$ cat src/rtl/obi_outst_tracker.sv
// Per-channel OBI outstanding-request tracker with sticky protocol/timeout flags.
// Define OBI_TRACK_ADDR_EN to keep an in-order address FIFO that drives resp_addr_o.
module obi_outst_tracker #(
  parameter int NUM_CH    = 2,
  parameter int MAX_OUTST = 2,
  parameter int CNT_W     = $clog2(MAX_OUTST + 1),
  parameter int TIMEOUT   = 16,
  parameter int AW        = 32
) (
  input  logic                    clock,
  input  logic                    reset,
  input  logic [NUM_CH-1:0]       req_i,
  input  logic [NUM_CH-1:0]       gnt_i,
  input  logic [NUM_CH-1:0]       rvalid_i,
  input  logic [NUM_CH*AW-1:0]    addr_i,
  output logic [NUM_CH*CNT_W-1:0] outst_o,
  output logic [NUM_CH-1:0]       gnt_allowed_o,
  output logic [NUM_CH-1:0]       rvalid_allowed_o,
  output logic [NUM_CH-1:0]       err_gnt_no_req_o,
  output logic [NUM_CH-1:0]       err_rvalid_no_outst_o,
  output logic [NUM_CH-1:0]       err_overflow_o,
  output logic [NUM_CH-1:0]       err_timeout_o,
  output logic                    any_err_o,
  output logic [NUM_CH*AW-1:0]    resp_addr_o
);

  localparam logic [CNT_W-1:0] MAXC = CNT_W'(MAX_OUTST);

`ifdef OBI_TRACK_ADDR_EN
  localparam int PW = (MAX_OUTST > 1) ? $clog2(MAX_OUTST) : 1;
  localparam logic [PW-1:0] LAST = PW'(MAX_OUTST - 1);
`else
  logic unused_addr;
  assign unused_addr = ^addr_i;
`endif

  for (genvar k = 0; k < NUM_CH; k++) begin : g_ch
    logic [CNT_W-1:0] cnt;
    logic acc, rv, empty, full, ovf, push, pop;
    logic e_gnt, e_rv, e_ovf;

    assign acc   = req_i[k] & gnt_i[k];
    assign rv    = rvalid_i[k];
    assign empty = (cnt == '0);
    assign full  = (cnt == MAXC);
    assign ovf   = full & acc & ~rv;
    // A response with nothing outstanding is dropped; an overflowing
    // request is not accepted into the count.
    assign push  = acc & ~ovf;
    assign pop   = rv & ~empty;

    always_ff @(posedge clock or posedge reset) begin
      if (reset) begin
        cnt   <= '0;
        e_gnt <= 1'b0;
        e_rv  <= 1'b0;
        e_ovf <= 1'b0;
      end else begin
        cnt   <= cnt + CNT_W'(push) - CNT_W'(pop);
        e_gnt <= e_gnt | (gnt_i[k] & ~req_i[k]);
        e_rv  <= e_rv | (empty & rv);
        e_ovf <= e_ovf | ovf;
      end
    end

    assign outst_o[k*CNT_W +: CNT_W] = cnt;
    assign gnt_allowed_o[k]          = ~full | rv;
    assign rvalid_allowed_o[k]       = ~empty;
    assign err_gnt_no_req_o[k]       = e_gnt;
    assign err_rvalid_no_outst_o[k]  = e_rv;
    assign err_overflow_o[k]         = e_ovf;

    if (TIMEOUT > 0) begin : g_wd
      localparam int TW = $clog2(TIMEOUT + 1);
      localparam logic [TW-1:0] TO = TW'(TIMEOUT);
      logic [TW-1:0] wcnt;
      logic          e_to;

      always_ff @(posedge clock or posedge reset) begin
        if (reset) begin
          wcnt <= '0;
          e_to <= 1'b0;
        end else if (empty | rv) begin
          wcnt <= '0;
        end else if (wcnt != TO) begin
          wcnt <= wcnt + TW'(1);
          if (wcnt == TO - TW'(1)) e_to <= 1'b1;
        end
      end

      assign err_timeout_o[k] = e_to;
    end else begin : g_nowd
      assign err_timeout_o[k] = 1'b0;
    end

`ifdef OBI_TRACK_ADDR_EN
    logic [AW-1:0] mem [MAX_OUTST];
    logic [PW-1:0] wp, rp;

    always_ff @(posedge clock or posedge reset) begin
      if (reset) begin
        wp <= '0;
        rp <= '0;
      end else begin
        if (push) wp <= (wp == LAST) ? '0 : wp + PW'(1);
        if (pop)  rp <= (rp == LAST) ? '0 : rp + PW'(1);
      end
    end

    // On a full FIFO wp==rp: the head is read combinationally before the
    // overwrite lands, so simultaneous push and pop is safe.
    always_ff @(posedge clock) begin
      if (push) mem[wp] <= addr_i[k*AW +: AW];
    end

    assign resp_addr_o[k*AW +: AW] = empty ? '0 : mem[rp];
`else
    assign resp_addr_o[k*AW +: AW] = '0;
`endif
  end

  assign any_err_o = |{err_gnt_no_req_o, err_rvalid_no_outst_o,
                       err_overflow_o, err_timeout_o};

endmodule

$ cat config.mk
export PLATFORM = sky130hd
export DESIGN_NAME = obi_outst_tracker
export DESIGN_NICKNAME = d
export VERILOG_FILES = /design/src/rtl/obi_outst_tracker.sv
export SDC_FILE = /design/constraint.sdc
export NUM_CORES = 1
export LEC_CHECK = 0
export BUFFER_PORTS_ARGS = -buffer_cell sky130_fd_sc_hd__clkbuf_2
export CAP_MARGIN = 20
export CORE_UTILIZATION = 40
export DETAILED_ROUTE_END_ITERATION = 6
export PLACE_DENSITY = 0.89
export SLEW_MARGIN = 20
export SYNTH_ARGS = -nofsm -noshare
export SYNTH_HDL_FRONTEND = slang
export SYNTH_SLANG_ARGS = --single-unit
$ cat constraint.sdc
create_clock -name clock -period 2.4 [get_ports clock]
set_input_delay 0.48 -clock clock [delete_from_list [all_inputs] [get_ports clock]]
set_output_delay 0.48 -clock clock [all_outputs]
set_load 0.005 [all_outputs]
# Word-level counts from Yosys, hierarchy flattened
# Cells that the tools add are included.
[classes] muxes=4 eq_ne=6 reduce_logical=7 bitwise=36 n_addsub=6
[op_table] cell="two-way mux 5 bit" count=4
[op_table] cell="bitwise AND 1 bit" count=14
[op_table] cell="inverter 1 bit" count=12
[op_table] cell="adder 5 x 1 -> 5 bit, second input constant" count=2
[op_table] cell="== test 5 x 4 -> 1 bit, second input constant" count=2
[op_table] cell="!= test 5 bit, second input constant" count=2
[op_table] cell="bitwise OR 1 bit" count=10
[op_table] cell="OR reduction 8 bit" count=1
[op_table] cell="AND reduction 3 bit" count=2
[op_table] cell="adder 2 x 1 -> 2 bit" count=2
[op_table] cell="== test 2 bit, second input constant" count=2
[op_table] cell="zero test 2 bit" count=2
[op_table] cell="nonzero test 2 bit" count=2
[op_table] cell="subtractor 2 x 1 -> 2 bit" count=2
[word_totals] output_inout_bits=81 regBits=22 word_cells=71 inputBits=72

# Logic depth before layout (Yosys ltp)
[logic_depth] ltp_word=7 depth_mapped=8 ltp_nobuf=8

# Least setup slack after synthesis
# OpenSTA, ideal clock, no wires.
[synth_timing] path_kind="register -> register" from="reg g_ch[1].cnt[1]" to="reg g_ch[1].cnt[1]" path_stages_with_launch=9 setup_time_ns=0.127 required_ns=2.273 n_path_buf=0 arrival_ns=1.502 synth_period_minus_slack_ns=1.629 path_slack_ns=0.771 path_cell_list="dfrtp_1 nor2_1 inv_1 and2_1 ha_1 inv_1 ha_1 xnor2_1 xnor2_1"
[synth_via] elab_cells_between_ends=10 classes_between="add/sub: 2; eq/ne: 1; bitwise: 6; reduce/logical: 1"
[synth_rtl] item="from (decl)" line="38" source="logic [CNT_W-1:0] cnt;"
[synth_rtl] item="from (signal assigned)" line="59" source="cnt <= cnt + CNT_W'(push) - CNT_W'(pop);"
[synth_rtl] item="zero test 2 bit" line="44" source="assign empty = (cnt == '0);"
[synth_rtl] item="inverter 1 bit"
[synth_rtl] item="named net rvalid_allowed_o[1]" line="18" source="output logic [NUM_CH-1:0] rvalid_allowed_o,"
[synth_rtl] item="bitwise AND 1 bit" line="50" source="assign pop = rv & ~empty;"
[synth_rtl] item="subtractor 2 x 1 -> 2 bit" line="59"
# The timed path passes the listed nets, and every way through them passes these cells.
# A chain may end at the register's enable or synchronous reset.

# Worst setup path after layout
[layout_timing] from="reg g_ch[0].e_ovf" to="out any_err_o"
[layout_via] elab_chain_cells=1
[layout_lines] item="from (decl)" line="40" source="logic e_gnt, e_rv, e_ovf;"
[layout_lines] item="from (signal assigned)" line="62" source="e_ovf <= e_ovf | ovf;"
[layout_lines] item="OR reduction 8 bit" line="122" source="assign any_err_o = |{err_gnt_no_req_o, err_rvalid_no_outst_o,"
[layout_lines] item="to (decl)" line="23" source="output logic any_err_o,"
# No other way between the ends.

==> impl_metrics.ini <==
[run]
drv_cap = 0

[synthesis]
area_share_of_the_largest_cell_type_after_synthesis_pct = 33.6
synthMostInstantiatedCell = buf_4
ys_dominant_reg_cell = dfrtp_1
post_synthesis_average_cell_area_um2 = 9.43
synth_top_cell_by_area = dfrtp_1
synthArstFlopShare_pct = 100
seq_area_frac_synth_pct = 33.6
edff_count_synth = 0
postSynthRegisterBits = 22
synthesis.yosys.warnings = 0
yosys.cell_types.count = 24
ys_top_cells_by_count = buf_4, dfrtp_1, inv_1
synth.top_cells.by_area = dfrtp_1, buf_4, ha_1, xnor2_1, inv_1
synth_area_mm2 = 0.00164
syn_inst = 174

[sta]
worst_pin_slew_ps = 817
finalCriticalPeriod_ps = 1750
timing.fmax_mhz = 573
postLayoutSetupSlackWorst_ps = 654
finClkSkew_ps = 2.27
setup_tns_ps = 0
final.hold.worst_slack_ps = 361
setup_violations = 0
timing.final.hold_violations = 0
fin_crit_sh_pct = 72.8
rsz0062_at_grt = false
max-slew-margin-rel_pct = 45.5
slew_violations = 0

[drt]
num_vias = 962
routed_via_density = 4.01
route.final.wire_length_um = 2200
number_of_remaining_drc_errors = 0
post_drt_wl_per_cell_um = 9.15
drt.antenna.violating_nets = 0
first_iter_violations = 11
drt_pre_antenna_iters = 4

[cts]
postCtsSetupRepairBufs = 0
cts_tree = yes
root_buffer = clkbuf_8
cts_inserted_buffers = 3
ctsHoldBuffers = 0
postCtsResizedCells = 0
cts-htree-levels = 1
clkSlewWorstSetupHoldPaths_ps = 70
worstSkewPairLatency_ps = 260
cts_sinks = 22
clockBufferDepth = 2

[global_route]
grtUsageMet2_pct = 15.8
grt.total_usage_pct = 10.7
antenna_found_initial = 0
wire_length_of_the_first_global_routing_pass_um = 3480
groute.layer.met1.usage_pct = 14.9
globalRoute.busiestLayer = met2
grt_pass1_vias = 749
gr-total-overflow = 0
grt_util_met3_pct = 2.24
grt_start_max_net_pins = 23

[worst_hold_path]
hold_path.class = primary input to async pin

[cells_and_area]
diodes = 0
multi_input_area_um2 = 729
area_growth_from_synthesis_to_layout_pct = -5.03
drive_above_1_share_pct = 16.1
fillers = 387
nets = 276
area.sequential_um2 = 551

[power]
leakage_power_nw = 0.843
total_power_mw = 1.17
power.ir.vdd_worst_mv = 0.469
powerDensity_mw_per_mm2 = 753

[critical_path]
setup.worst_path.start = g_ch[0].e_ovf
worst-setup-path-type = flip-flop to output port
reg2reg_to = g_ch[0].cnt[1]
required_ps = 1920
worst-path-max-fanout = 3
worst-r2r-setup-slack_ps = 720
r2r.worst_path.cells = 7
startpoint_type = flip-flop
critical_path.endpoint_type = output port
timing.critical_path.arrival_ps = 1270
r2r_start = g_ch[0].cnt[1]

[placed_design]
hpwl_um = 1760
gp_routability_congestion = 0.809
place_worst_setup_slack_ps = 696
placement.io_buffers = 24

[floorplan]
die_x_um = 66.0
die_area_mm2 = 0.00436
core_area_mm2 = 0.00380
floorplan.die.height_um = 66.0
initial_utilization_pct = 43.2
number_of_cell_rows = 22
ios = 153

[run_status]
result_of_the_run = finished clean
## how the worst max path moves through the flow
stage / endpoint / cells past startpoint / slack, ps
final: any_err_o / 3 / 650
after global routing: g_ch[1].cnt[1] / 8 / 570
after global placement: g_ch[0].cnt[1] / 9 / 730
after floorplan: g_ch[1].cnt[1] / 8 / 770
after detailed placement: g_ch[0].cnt[1] / 9 / 700
after CTS: any_err_o / 3 / 650
## critical path, cell delays in order, from the launching register on
cell	delay (ps)
dfrtp_1	400
nor4_1	360
nand2_1	120
clkbuf_2	130
## report_power, final
group,internal [mW],total (mW),switching (mW)
clock network,0.112,0.222,0.110
registers,0.452,0.550,0.0975
logic,0.192,0.401,0.209
total,0.757,1.17,0.416
## flip-flops by register name, indices dropped and copies added (netlist names)
name	count
g_ch.e_rv	2
g_ch.e_gnt	2
g_ch.g_wd.e_to	2
g_ch.g_wd.wcnt	10
g_ch.cnt	4
g_ch.e_ovf	2
## cell usage in the layout, fill, tap and decap left out, types with 2 or more instances in the layout
cell type / instances
nor2_1: 13
and4bb_4: 2
mux2i_1: 2
a41o_1: 2
conb_1: 64
clkbuf_2: 24
a21o_1: 6
clkbuf_8: 3
nor4_1: 2
xnor2_1: 8
nand3_1: 4
inv_1: 15
dfrtp_1: 22
a21oi_1: 2
xor2_1: 2
nand2_1: 3
ha_1: 10
## per-stage QoR
stage	util (%)	instances	area (um2)
floorplan	-	237	1880
global placement	39.9	237	1520
detailed placement	39.9	237	1520
CTS	41.0	240	1560
global route	41.0	240	1560
finish	41.0	240	1560
## routing by layer
metal / up-vias / routed length [um]
li1: 454 / -
met1: 432 / 1050
met2: 72 / 935
met3: 4 / 183
met4: 0 / 31
met5: - / 0
## cells by family after synthesis
kind of cell | synth area share (%)
xor gates and xnor gates | 5.34
DFF | 33.6
other | 0.229
muxes | 1.22
and+or+nand+nor | 9.92
adders and majority gates | 7.63
AOI/OAI and AO/OA | 5.72
buffers and inverters | 36.4
## layout make-up
cell class / count / share of cell area [%]
Clock buffer: 3 / 2.65
Inverter: 15 / 3.61
Multi-Input combinational cell: 128 / 46.8
Sequential cell: 22 / 35.3
Tap cell: 48 / 3.86
Timing Repair Buffer: 24 / 7.71
Note: power is estimated with default switching activity, not from simulation.
